<file path="src/rtl/hall_request_queue_if.sv">
// rtl/hall_request_queue_if.sv - request/response bundle between hall call capture, queue and controller
//
// Purpose : groups the request-capture and head-of-queue handshake signals of
//           hall_request_queue so they travel as one port.
// Signals : req_valid_input/src_input/dest_input/direction_input  request in
//           req_accept/req_reject/reject_code                       per-request verdict
//           out_valid/out_ready                                     head handshake
//           src_output/dest_output/direction_output                 head entry fields
// Modports: slave  - the queue (consumes requests, drives head)
//           master - the environment (drives requests and out_ready)
interface hall_request_queue_if #(
   parameter int FLOOR_W = 3
);
   logic               req_valid_input;
   logic [FLOOR_W-1:0] src_input;
   logic [FLOOR_W-1:0] dest_input;
   logic               direction_input;
   logic               req_accept;
   logic               req_reject;
   logic [1:0]         reject_code;
   logic               out_valid;
   logic               out_ready;
   logic [FLOOR_W-1:0] src_output;
   logic [FLOOR_W-1:0] dest_output;
   logic               direction_output;

   modport slave (
      input  req_valid_input, src_input, dest_input, direction_input, out_ready,
      output req_accept, req_reject, reject_code,
      output out_valid, src_output, dest_output, direction_output
   );

   modport master (
      output req_valid_input, src_input, dest_input, direction_input, out_ready,
      input  req_accept, req_reject, reject_code,
      input  out_valid, src_output, dest_output, direction_output
   );
endinterface

</file>
<file path="src/rtl/hall_request_queue.sv">
// rtl/hall_request_queue.sv - validating FIFO of passenger hall requests for the elevator controller
//
// Purpose : validates (src, dest, direction) requests, buffers accepted ones in
//           a DEPTH-entry FIFO and presents the head with a first-word
//           fall-through valid/ready handshake. Rejections are reported with a
//           reason code and counted in a saturating drop counter.
// Ports   : clk        - rising-edge clock
//           rst        - asynchronous active-high reset
//           bus        - hall_request_queue_if.slave (request in, verdict, head out)
//           level      - number of entries held (0..DEPTH)
//           drop_count - saturating count of rejected requests
// Option  : HALL_REQUEST_QUEUE_DEDUP_EN - reject requests identical to any held entry.
module hall_request_queue #(
   parameter int FLOOR_W    = 3,
   parameter int NUM_FLOORS = 8,
   parameter int DEPTH      = 4,
   parameter int CNT_W      = 8
) (
   input  logic                     clk,
   input  logic                     rst,
   hall_request_queue_if.slave      bus,
   output logic [$clog2(DEPTH):0]   level,
   output logic [CNT_W-1:0]         drop_count
);
   localparam int PTR_W = $clog2(DEPTH);
   localparam int ENT_W = 2 * FLOOR_W + 1;
   localparam logic [FLOOR_W:0] FLOOR_LIMIT = (FLOOR_W + 1)'(NUM_FLOORS);
   localparam logic [PTR_W:0]   FULL_LEVEL  = (PTR_W + 1)'(DEPTH);

   // Entries packed as {src, dest, direction}.
   logic [ENT_W-1:0] mem [DEPTH];
   logic [PTR_W-1:0] rd_ptr, wr_ptr, rd_ptr_n, wr_ptr_n;
   logic [PTR_W:0]   level_n;
   logic [ENT_W-1:0] in_entry, head_n;
   logic             pop, push, full, dup_hit;
   logic             bad_range, bad_same, bad_dir;
   logic             reject_n;
   logic [1:0]       code_n;

   assign in_entry = {bus.src_input, bus.dest_input, bus.direction_input};

`ifdef HALL_REQUEST_QUEUE_DEDUP_EN
   // Slot i is occupied when its distance past rd_ptr is below level. The head
   // still counts on an edge where it is being popped.
   always_comb begin
      dup_hit = 1'b0;
      for (int i = 0; i < DEPTH; i++) begin
         if (({1'b0, PTR_W'(i) - rd_ptr} < level) && (mem[i] == in_entry)) begin
            dup_hit = 1'b1;
         end
      end
   end
`else
   assign dup_hit = 1'b0;
`endif

   always_comb begin
      pop       = bus.out_valid & bus.out_ready;
      full      = (level == FULL_LEVEL);
      bad_range = ({1'b0, bus.src_input} >= FLOOR_LIMIT) || ({1'b0, bus.dest_input} >= FLOOR_LIMIT);
      bad_same  = (bus.src_input == bus.dest_input);
      bad_dir   = bus.direction_input ? (bus.src_input > bus.dest_input)
                                      : (bus.src_input < bus.dest_input);
      reject_n  = 1'b0;
      code_n    = 2'b00;
      push      = 1'b0;

      // Checks in priority order; the first failure supplies the code.
      if (bus.req_valid_input) begin
         if (bad_range) begin
            reject_n = 1'b1;
            code_n   = 2'b11;
         end else if (bad_same) begin
            reject_n = 1'b1;
            code_n   = 2'b01;
         end else if (bad_dir) begin
            reject_n = 1'b1;
            code_n   = 2'b10;
         end else if (dup_hit || (full && !pop)) begin
            reject_n = 1'b1;
            code_n   = 2'b00;
         end else begin
            push = 1'b1;
         end
      end

      rd_ptr_n = pop  ? rd_ptr + PTR_W'(1) : rd_ptr;
      wr_ptr_n = push ? wr_ptr + PTR_W'(1) : wr_ptr;

      level_n = level;
      if (push && !pop) begin
         level_n = level + (PTR_W + 1)'(1);
      end else if (pop && !push) begin
         level_n = level - (PTR_W + 1)'(1);
      end

      // The next head lives at rd_ptr_n. If that slot is the one being written
      // this edge (empty queue, or level=1 with pop), bypass the incoming entry.
      if (push && (rd_ptr_n == wr_ptr)) begin
         head_n = in_entry;
      end else begin
         head_n = mem[rd_ptr_n];
      end
   end

   always_ff @(posedge clk) begin
      if (push) begin
         mem[wr_ptr] <= in_entry;
      end
   end

   always_ff @(posedge clk or posedge rst) begin
      if (rst) begin
         rd_ptr               <= '0;
         wr_ptr               <= '0;
         level                <= '0;
         drop_count           <= '0;
         bus.req_accept       <= 1'b0;
         bus.req_reject       <= 1'b0;
         bus.reject_code      <= 2'b00;
         bus.out_valid        <= 1'b0;
         bus.src_output       <= '0;
         bus.dest_output      <= '0;
         bus.direction_output <= 1'b0;
      end else begin
         rd_ptr          <= rd_ptr_n;
         wr_ptr          <= wr_ptr_n;
         level           <= level_n;
         bus.req_accept  <= push;
         bus.req_reject  <= reject_n;
         bus.reject_code <= code_n;
         bus.out_valid   <= (level_n != '0);
         // Head fields only move when a new entry becomes head, so they hold
         // while the controller stalls.
         if (level_n != '0) begin
            {bus.src_output, bus.dest_output, bus.direction_output} <= head_n;
         end
         if (reject_n && (drop_count != '1)) begin
            drop_count <= drop_count + CNT_W'(1);
         end
      end
   end
endmodule

</file>
<file path="src/flat_wrapper.sv">
// flat-port wrapper written by rule: the top's interface ports become plain ports
module hall_request_queue_flat 
#(
   parameter int FLOOR_W    = 3,
   parameter int NUM_FLOORS = 8,
   parameter int DEPTH      = 4,
   parameter int CNT_W      = 8
)
  (clk, rst, level, drop_count, bus_req_valid_input, bus_src_input, bus_dest_input, bus_direction_input, bus_out_ready, bus_req_accept, bus_req_reject, bus_reject_code, bus_out_valid, bus_src_output, bus_dest_output, bus_direction_output);
  hall_request_queue_if #(.FLOOR_W(FLOOR_W)) bus_i ();
  input  logic clk;
  input  logic rst;
  output logic [$clog2(DEPTH):0] level;
  output logic [CNT_W-1:0] drop_count;
  input wire logic [$bits(bus_i.req_valid_input)-1:0] bus_req_valid_input;
  input wire logic [$bits(bus_i.src_input)-1:0] bus_src_input;
  input wire logic [$bits(bus_i.dest_input)-1:0] bus_dest_input;
  input wire logic [$bits(bus_i.direction_input)-1:0] bus_direction_input;
  input wire logic [$bits(bus_i.out_ready)-1:0] bus_out_ready;
  output wire logic [$bits(bus_i.req_accept)-1:0] bus_req_accept;
  output wire logic [$bits(bus_i.req_reject)-1:0] bus_req_reject;
  output wire logic [$bits(bus_i.reject_code)-1:0] bus_reject_code;
  output wire logic [$bits(bus_i.out_valid)-1:0] bus_out_valid;
  output wire logic [$bits(bus_i.src_output)-1:0] bus_src_output;
  output wire logic [$bits(bus_i.dest_output)-1:0] bus_dest_output;
  output wire logic [$bits(bus_i.direction_output)-1:0] bus_direction_output;
  assign bus_i.req_valid_input = bus_req_valid_input;
  assign bus_i.src_input = bus_src_input;
  assign bus_i.dest_input = bus_dest_input;
  assign bus_i.direction_input = bus_direction_input;
  assign bus_i.out_ready = bus_out_ready;
  assign bus_req_accept = bus_i.req_accept;
  assign bus_req_reject = bus_i.req_reject;
  assign bus_reject_code = bus_i.reject_code;
  assign bus_out_valid = bus_i.out_valid;
  assign bus_src_output = bus_i.src_output;
  assign bus_dest_output = bus_i.dest_output;
  assign bus_direction_output = bus_i.direction_output;
  hall_request_queue #(.FLOOR_W(FLOOR_W), .NUM_FLOORS(NUM_FLOORS), .DEPTH(DEPTH), .CNT_W(CNT_W)) u_core (.clk(clk), .rst(rst), .bus(bus_i), .level(level), .drop_count(drop_count));
endmodule
</file>
<file path="config.mk">
export PLATFORM = sky130hd
export DESIGN_NAME = hall_request_queue_flat
export DESIGN_NICKNAME = d
export VERILOG_FILES = /design/src/rtl/hall_request_queue_if.sv /design/src/rtl/hall_request_queue.sv /design/src/flat_wrapper.sv
export SDC_FILE = /design/constraint.sdc
export NUM_CORES = 1
export LEC_CHECK = 0
export BUFFER_PORTS_ARGS = -buffer_cell sky130_fd_sc_hd__buf_2
export CAP_MARGIN = 40
export CELL_PAD_IN_SITES_DETAIL_PLACEMENT = 1
export CELL_PAD_IN_SITES_GLOBAL_PLACEMENT = 1
export CORE_MARGIN = 2
export CORE_UTILIZATION = 47
export CTS_CLUSTER_SIZE = 10
export DETAILED_ROUTE_END_ITERATION = 8
export PLACE_DENSITY_LB_ADDON = 0.1
export SLEW_MARGIN = 40
export SYNTH_ARGS = -nofsm -noshare
export SYNTH_HDL_FRONTEND = slang
export SYNTH_SLANG_ARGS = --single-unit
export TNS_END_PERCENT = 5
</file>
<file path="constraint.sdc">
create_clock -name clk -period 3.1 [get_ports clk]
set_clock_uncertainty 0.1 [all_clocks]
set_input_delay 0.155 -clock clk [delete_from_list [all_inputs] [get_ports clk]]
set_output_delay 0.155 -clock clk [all_outputs]
set_load 0.005 [all_outputs]
</file>
Yosys cells after proc, flatten, opt, wreduce, memory -nomap -nowiden
Memory sizes are Yosys's and may differ from the RTL's. A register that Yosys moved wholly into a read port is not among the register bits.
Cells that the tools add are included.
- register bits: 20
- bits in writable memories: 28
- input bits: 11
- word-level logic and storage cells: 44
- memories kept: 1
- memories (memory ; depth ; width ; read ports ; clocked after Yosys merged registers in ; write ports ; line ; text):
    u_core.mem ; 4 ; 7 ; 1 ; 1 ; 1 ; hall_request_queue.sv:31 ; logic [ENT_W-1:0] mem [DEPTH];
- add/subtract/negate cells: 5
- $lt $le $gt $ge: 2
- equal/unequal tests: 3
- multiplexer cells: 17
- bitwise logic cells: 1
- reduce and logical (&&, ||, !) cells: 7
- operator list (operator ; count):
    2-to-1 mux 1 bit ; 11
    adder 8 x 1 -> 8 bit (second input constant) ; 1
    2-to-1 mux 2 bit ; 4
    != test 8 bit (second input constant) ; 1
    2-to-1 mux 3 bit ; 2
    adder 2 x 1 -> 2 bit (second input constant) ; 2
    logical AND 1 bit ; 4
    adder 3 x 1 -> 3 bit (second input constant) ; 1
    equality test 3 bit ; 1
    equality test 3 bit (second input constant) ; 1
    greater-than comparator 3 bit ; 1
    less-than comparator 3 bit ; 1
    nonzero test 3 bit ; 1
    subtractor 3 x 1 -> 3 bit (second input constant) ; 1
    zero test 1 bit ; 2
    AND 1 bit ; 1

Logic depth before layout (Yosys ltp)
Gate-level depths: netlist of run 1.
- depth after elaboration: 12
- depth in mapped cells: 10

Worst setup path after synthesis of run 1
No wires, ideal clock.
- path type: in2reg
- from: in bus_dest_input[2]
- to: reg u_core.bus.dest_output[0] (read register of u_core.mem)
- arrival: 2.480 ns
- setup slack: 0.395 ns
- stages: 9
- buffers on the path: 1
- path through: inv_1 ha_1 a21oi_1 a21boi_1 or3_1 buf_2 or4_4 a41oi_4 mux2_2
- cells in the longest elaborated chain, start to end: 10
- ends and longest elaborated chain (element ; line ; text):
    start: declaration ; flat_wrapper.sv:17 ; input wire logic [$bits(bus_i.dest_input)-1:0] bus_dest_input;
    less-than comparator 3 bit / greater-than comparator 3 bit (equally long branches) ; hall_request_queue.sv:63, hall_request_queue.sv:62 ;
    2-to-1 mux 1 bit ; hall_request_queue.sv:62 ; bad_dir = bus.direction_input ? (bus.src_input > bus.dest_input)
    2-to-1 mux 1 bit ; hall_request_queue.sv:76 ; end else if (bad_dir) begin
    2-to-1 mux 1 bit (*) ; hall_request_queue.sv:73 ; end else if (bad_same) begin
    2-to-1 mux 1 bit (*) ; hall_request_queue.sv:69 ; if (bus.req_valid_input) begin
    zero test 1 bit ; hall_request_queue.sv:93 ; end else if (pop && !push) begin
    logical AND 1 bit ; hall_request_queue.sv:93 ;
    2-to-1 mux 3 bit ; hall_request_queue.sv:93 ;
    2-to-1 mux 3 bit (*) ; hall_request_queue.sv:91 ; if (push && !pop) begin
    nonzero test 3 bit (*) ; hall_request_queue.sv:135 ; if (level_n != '0) begin
    end: declaration ; hall_request_queue_if.sv:30 ; output out_valid, src_output, dest_output, direction_output
Mark *: on every way between the ends. The rest lies on a longest branch, timed or not.
A chain may end at the register's enable or synchronous reset.

Worst setup path in the final report of run 1
- from: in bus_dest_input[0]
- to: reg u_core.bus.dest_output[1] (read register of u_core.mem)
The elaborated chain is that of the path after synthesis.

==> results_dict.tcl, run 1 <==
set metrics [dict create \
    synth_xor_area_frac 0.0444 \
    end_kind "flop" \
    ys_seq_elements 55 \
    final_cells 307 \
    die_height_um 77.9 \
    synth_compound_area_frac 0.0659 \
    io_pins 34 \
    synth_ff_type "edfxtp_1" \
    clk_pin_slew_ns 0.10 \
    first_iter_violations 88 \
    synth.area.top_cells "edfxtp_1 33%, dfrtp_1 26%, mux2_2 6.1%" \
    rsz0062_at_grt "false" \
    clk_path_buf_depth 2 \
    cts_tree "yes" \
    fin_nets 258 \
    maxSlewViolCount 0 \
    vias_per_cell 5.44 \
    antenna_found_initial 0 \
    critPathLaunchType "input pin" \
    detail_route.wl_per_cell_um 19.2 \
    via_count 1670 \
    cts.sinks 55 \
    slowest_stage "dlygate4sd3_1" \
    fin_total_pwr_mw 2.69 \
    synthMuxAreaShare 0.123 \
    cap_violations 0 \
    synth_top_family_by_area "multiplexers" \
    grt_max_degree 28 \
    ys_warn_count 0 \
    dpl_cell_area_um2 2870 \
    finalSetupViolations 0 \
    synth_top_area_cell "edfxtp_1" \
    layout_min_cycle_time_ns 2.96 \
    place_hpwl_um 4190 \
    setup_ws_ns 0.138 \
    leakagePower_nw 1.30 \
    antennaDiodeCount 0 \
    dr.pass1.iters 4 \
    postLayoutCellArea_um2 3070 \
    start_util 0.496 \
    worst_pin_slew_ns 0.616 \
    fmax_mhz 338 \
    grt_pass1_vias 1786 \
    pre_cts_ws_ns 0.108 \
    irDropWorstVdd_mv 0.352 \
    nFillCells 536 \
    rows 26 \
    die_x_um 77.9 \
    max_stage_delay_ns 0.54 \
    crit_chain "dlygate4sd3_1 -> buf_2 -> ha_1 -> nand3b_1 -> and3b_1 -> or3_1 -> or4_4 -> a41oi_4 -> buf_12 -> mux2_2" \
    synth_fa_ha_area_frac 0.0537 \
    final.setup.tns_ns 0 \
    grtUsageTotal 0.215 \
    p_per_area_nw_per_um2 877 \
    grt_pass1_wl_um 9750 \
    critPathTopFamily "simple AND/OR/NAND/NOR gates" \
    layout_common_cells "33 x buf_2, 28 x edfxtp_1, 27 x dfrtp_1" \
    crit_arrival_ns 3.06 \
    crit_type "input pin to flop" \
    holdWs_ns 0.161 \
    synth-simple-area-share 0.0961 \
    hold_viol 0 \
    cts_max_level 2 \
    crit_required_ns 3.19 \
    status "complete, no violations" \
    synth_area_per_cell_um2 14.3 \
    place_inst 289 \
    synth_area_um2 2560 \
    hold_class "input pin to flop" \
    slew_headroom 0.588 \
    crit_path_max_fanout 8 \
    mostFrequentLayoutCell "buf_2" \
    drive_gt1_frac 0.321 \
    ys_seq_area_frac 0.592 \
    port_buffers 33 \
    synthArstFlopShare 0.491 \
    cts_made_buffers 5 \
    syn_inst 179 \
    cts_root_buffer "clkbuf_8" \
    ant_nets 0 \
    synth_cell_types 35 \
    drcViolationCount 0 \
    dieArea_um2 6060 \
    synth_edf_count 28 \
    synth_top_area_share 0.328 \
    synth_nets 201 \
    postCtsResizedCells 0 \
    gp_congestion 0.791 \
    critPathBufInv 3 \
    finalWirelength_um 5890 \
    final_core_util 0.593 \
    core_area_um2 5170 \
    grt-ovfl-total 0 \
    clk_latency_ns 0.30 \
    layout-area-overhead-vs-synth_pct 19.6 \
    fin_crit_sh 0.955 \
]
## what timing repair did
item,CTS,global route
buffers inserted,0,1
hold endpoints to repair,56,0
hold buffers,9,0
endpoints found under the setup margin,0,7
## final cells by class
cell class,count,area (µm²),area share
clock buffer,6,72.6,0.0237
clock inverter,2,12.5,0.00408
inverter,12,45.0,0.0147
multi-input combinational,109,982,0.320
sequential,55,1520,0.494
tap,70,87.6,0.0286
timing repair buffer,53,350,0.114
## synthesized netlist by cell type, types with 2 or more instances
| library cell | instances |
|---|---|
| xor2_1 | 5 |
| or3_1 | 3 |
| nand2_1 | 9 |
| a21oi_1 | 2 |
| o311ai_0 | 2 |
| nand4_1 | 2 |
| mux2_2 | 14 |
| and2_1 | 6 |
| o21ai_0 | 6 |
| mux4_2 | 7 |
| edfxtp_1 | 28 |
| and3_1 | 3 |
| nand3_1 | 9 |
| dfrtp_1 | 27 |
| xnor2_1 | 8 |
| inv_1 | 12 |
| ha_1 | 11 |
| a21o_1 | 2 |
| nor2_1 | 7 |
## sequential cells by signal (all words and copies together) (netlist names)
| signal | flops |
|---|---|
| u_core.rd_ptr | 2 |
| u_core.wr_ptr | 2 |
| u_core.bus.reject_code | 2 |
| u_core.level | 3 |
| u_core.mem | 28 |
| u_core.drop_count | 8 |
| u_core.bus.req_accept | 1 |
| u_core.bus.req_reject | 1 |
| u_core.bus.src_output | 3 |
| u_core.bus.direction_output | 1 |
| u_core.bus.dest_output | 3 |
| u_core.bus.out_valid | 1 |
## per-layer routing
metal | track usage | vias up | wire (µm)
met3 | 0.0419 | 6 | 159
met4 | 0.0482 | 0 | 63
met2 | 0.379 | 26 | 3110
met5 | 0 | - | 0
li1 | - | 776 | -
met1 | 0.272 | 862 | 2560
## where the power goes
part	switching, mW	internal (mW)	leakage, nW
combinational	0.559	0.646	0.670
clock	0.230	0.159	0.0428
sequential	0.139	0.957	0.585
total	0.927	1.76	1.30
## cell families after synthesis
| family | count (synthesis) |
|---|---|
| xor+xnor | 13 |
| simple gates | 45 |
| fa+ha+maj | 11 |
| buf+inv | 15 |
| flops | 55 |
| mux | 21 |
| compound gates | 19 |
## worst register-to-register path: stages (launching register included)
cell,delay [ns]
dfrtp_1,0.45
inv_1,0.13
ha_1,0.21
ha_1,0.28
nand4b_1,0.23
or4b_2,0.62
nand4_1,0.21
a41oi_4,0.06
buf_12,0.18
mux2_2,0.27
## final timing paths
check / cells past startpoint / start / slack (ns) / end
min: 3 / bus_dest_input[2] / 0.16 / u_core.bus.dest_output[2]
min reg2reg: 1 / u_core.drop_count[7] / 0.40 / u_core.drop_count[7]
max reg2reg: 9 / u_core.level[1] / 0.25 / u_core.bus.dest_output[1]
max: 10 / bus_dest_input[0] / 0.14 / u_core.bus.dest_output[1]
min in group asynchronous: 3 / rst / 0.37 / u_core.drop_count[2]
max in group asynchronous: 3 / rst / 2.13 / u_core.bus.src_output[0]
No activity file was read; power rests on OpenSTA's default activity.
==> run 2: changes to the inputs <==
--- a/config.mk
+++ b/config.mk
@@ -10,10 +10,11 @@
 export CELL_PAD_IN_SITES_DETAIL_PLACEMENT = 1
 export CELL_PAD_IN_SITES_GLOBAL_PLACEMENT = 1
 export CORE_MARGIN = 2
-export CORE_UTILIZATION = 47
+export CORE_UTILIZATION = 50
 export CTS_CLUSTER_SIZE = 10
 export DETAILED_ROUTE_END_ITERATION = 8
 export PLACE_DENSITY_LB_ADDON = 0.1
+export SETUP_SLACK_MARGIN = 0.3
 export SLEW_MARGIN = 40
 export SYNTH_ARGS = -nofsm -noshare
 export SYNTH_HDL_FRONTEND = slang
==> constraint.sdc (replaced) <==
create_clock -name clk -period 3.48 [get_ports clk]
set_clock_uncertainty 0.1 [all_clocks]
set_input_delay 0.174 -clock clk [delete_from_list [all_inputs] [get_ports clk]]
set_output_delay 0.174 -clock clk [all_outputs]
set_load 0.005 [all_outputs]
==> results_dict.tcl, run 2 (synthesis gave the netlist of run 1 again) <==
set metrics [dict create \
    status "complete, no violations" \
    antennaDiodeCount 0 \
    dr.pass1.iters 4 \
    cts_max_level 2 \
    fin_total_pwr_mw 2.31 \
    hold_class "input pin to flop" \
    finalSetupViolations 0 \
    via_count 1601 \
    layout_min_cycle_time_ns 2.95 \
    fmax_mhz 338 \
    p_switching_mw 0.804 \
    clk_pin_slew_ns 0.10 \
    cts.sinks 55 \
    core_area_um2 5040 \
    cts_setup_buffers 0 \
    largest-register "u_core.mem" \
    pwr-share-seq 0.425 \
    postCtsResizedCells 0 \
    fin_nets 246 \
    antenna_found_initial 0 \
    finalWirelength_um 5360 \
    clk_latency_ns 0.31 \
    clk_path_buf_depth 2 \
    layout-area-overhead-vs-synth_pct 15.2 \
    cap_violations 0 \
    grt_pass1_wl_um 8450 \
    cts_root_buffer "clkbuf_8" \
    grtUsageTotal 0.208 \
    clkPwrFrac 0.151 \
    swShare 0.348 \
    io_pins 34 \
    reg.largest.list "u_core.mem x28, u_core.drop_count x8" \
    rows 26 \
    die_height_um 75.6 \
    p_per_area_nw_per_um2 782 \
    crit_arrival_ns 3.05 \
    grt_max_degree 28 \
    grt-ovfl-total 0 \
    vias_per_cell 5.43 \
    first_iter_violations 42 \
    postCtsHoldBufs 3 \
    layout_common_cells "33 x buf_2, 28 x edfxtp_1, 27 x dfrtp_1" \
    crit_type "flop to flop" \
    critPathLaunchType "flop" \
    crit_path_max_fanout 8 \
    nFillCells 521 \
    final_core_util 0.586 \
    postLayoutCellArea_um2 2950 \
    dieArea_um2 5720 \
    internal_power_mw 1.51 \
    irDropWorstVdd_mv 0.350 \
    start_util 0.508 \
    place_hpwl_um 3880 \
    slew_headroom 0.540 \
    largest_register_ff_count 28 \
    fin_crit_sh 0.849 \
    p_comb_frac 0.424 \
    mostFrequentLayoutCell "buf_2" \
    dpl_cell_area_um2 2830 \
    crit_required_ns 3.58 \
    ant_nets 0 \
    rsz0062_at_grt "false" \
    final_cells 295 \
    cts_made_buffers 5 \
    detail_route.wl_per_cell_um 18.2 \
    worst_pin_slew_ns 0.689 \
    die_x_um 75.6 \
    maxSlewViolCount 0 \
    cts_tree "yes" \
    drive_gt1_frac 0.316 \
    gp_congestion 0.814 \
    drcViolationCount 0 \
    port_buffers 33 \
    place_inst 284 \
    grt_pass1_vias 1689 \
    leakagePower_nw 1.24 \
    final.setup.tns_ns 0 \
    hold_viol 0 \
    end_kind "flop" \
]
-- run 2: changes by cell type in the layout (fill, tap and decap cells not counted) --
cell           change
buf_12             -1
buf_4              -5
clkbuf_1           -1
clkinvlp_4         +1
dlygate4sd3_1      -6
-- run 2: per-stage QoR --
stage / hold slack, ns / setup slack (ns)
4_1_cts: 0.00299 / 0.514
6_report: 0.0134 / 0.526
3_5_place_dp: 0.169 / 0.291
3_3_place_gp: 0.319 / 0.448
2_1_floorplan: 0.127 / 0.756
5_1_grt: 0.00559 / 0.310
-- run 2: path summary, 6_finish.rpt --
kind,start,cells after the start,slack [ns],endpoint
max,u_core.level[0],8,0.53,u_core.bus.dest_output[1]
min,bus_src_input[1],1,0.01,u_core.mem[3][5]
max reg2reg,u_core.level[0],8,0.53,u_core.bus.dest_output[1]
min reg2reg,u_core.drop_count[7],1,0.39,u_core.drop_count[7]
max in group asynchronous,rst,3,2.54,u_core.rd_ptr[0]
min in group asynchronous,rst,3,0.36,u_core.drop_count[2]
-- run 2: power by group through the flow --
| stage | clock [mW] | sequential (mW) | combinational (mW) |
|---|---|---|---|
| floorplan | 0 | 0.974 | 0.665 |
| global placement | 0 | 0.979 | 0.939 |
| detailed placement | 0 | 0.996 | 0.991 |
| CTS | 0.357 | 0.983 | 1.00 |
| global route | 0.383 | 1.00 | 1.09 |
| finish | 0.349 | 0.981 | 0.979 |
-- run 2: per-layer routing --
metal	routed length [µm]	GRT usage	up-vias	share of wire
met1	2260	0.254	807	0.42
li1	-	-	755	-
met3	191	0.0529	6	0.036
met5	0	0	-	0
met4	58	0.0643	0	0.011
met2	2850	0.364	33	0.53
-- run 2: area by class of cell --
cell class | instances | area [µm²] | area share
clock inverters | 3 | 20.0 | 0.00678
well taps | 70 | 87.6 | 0.0297
multi-input cells | 109 | 982 | 0.333
flip-flops and latches | 55 | 1520 | 0.514
inverters | 12 | 45.0 | 0.0153
repair buffers | 41 | 233 | 0.0788
clock buffers | 5 | 68.8 | 0.0233
-- run 2: critical path, cell delays in order (launching register included) --
cell and delay, ns:
dfrtp_1 0.47, inv_1 0.10, ha_1 0.21, ha_1 0.28, nand4b_1 0.23, o311ai_0 0.33
nand4_1 0.29, a41oi_4 0.44, mux2_2 0.39
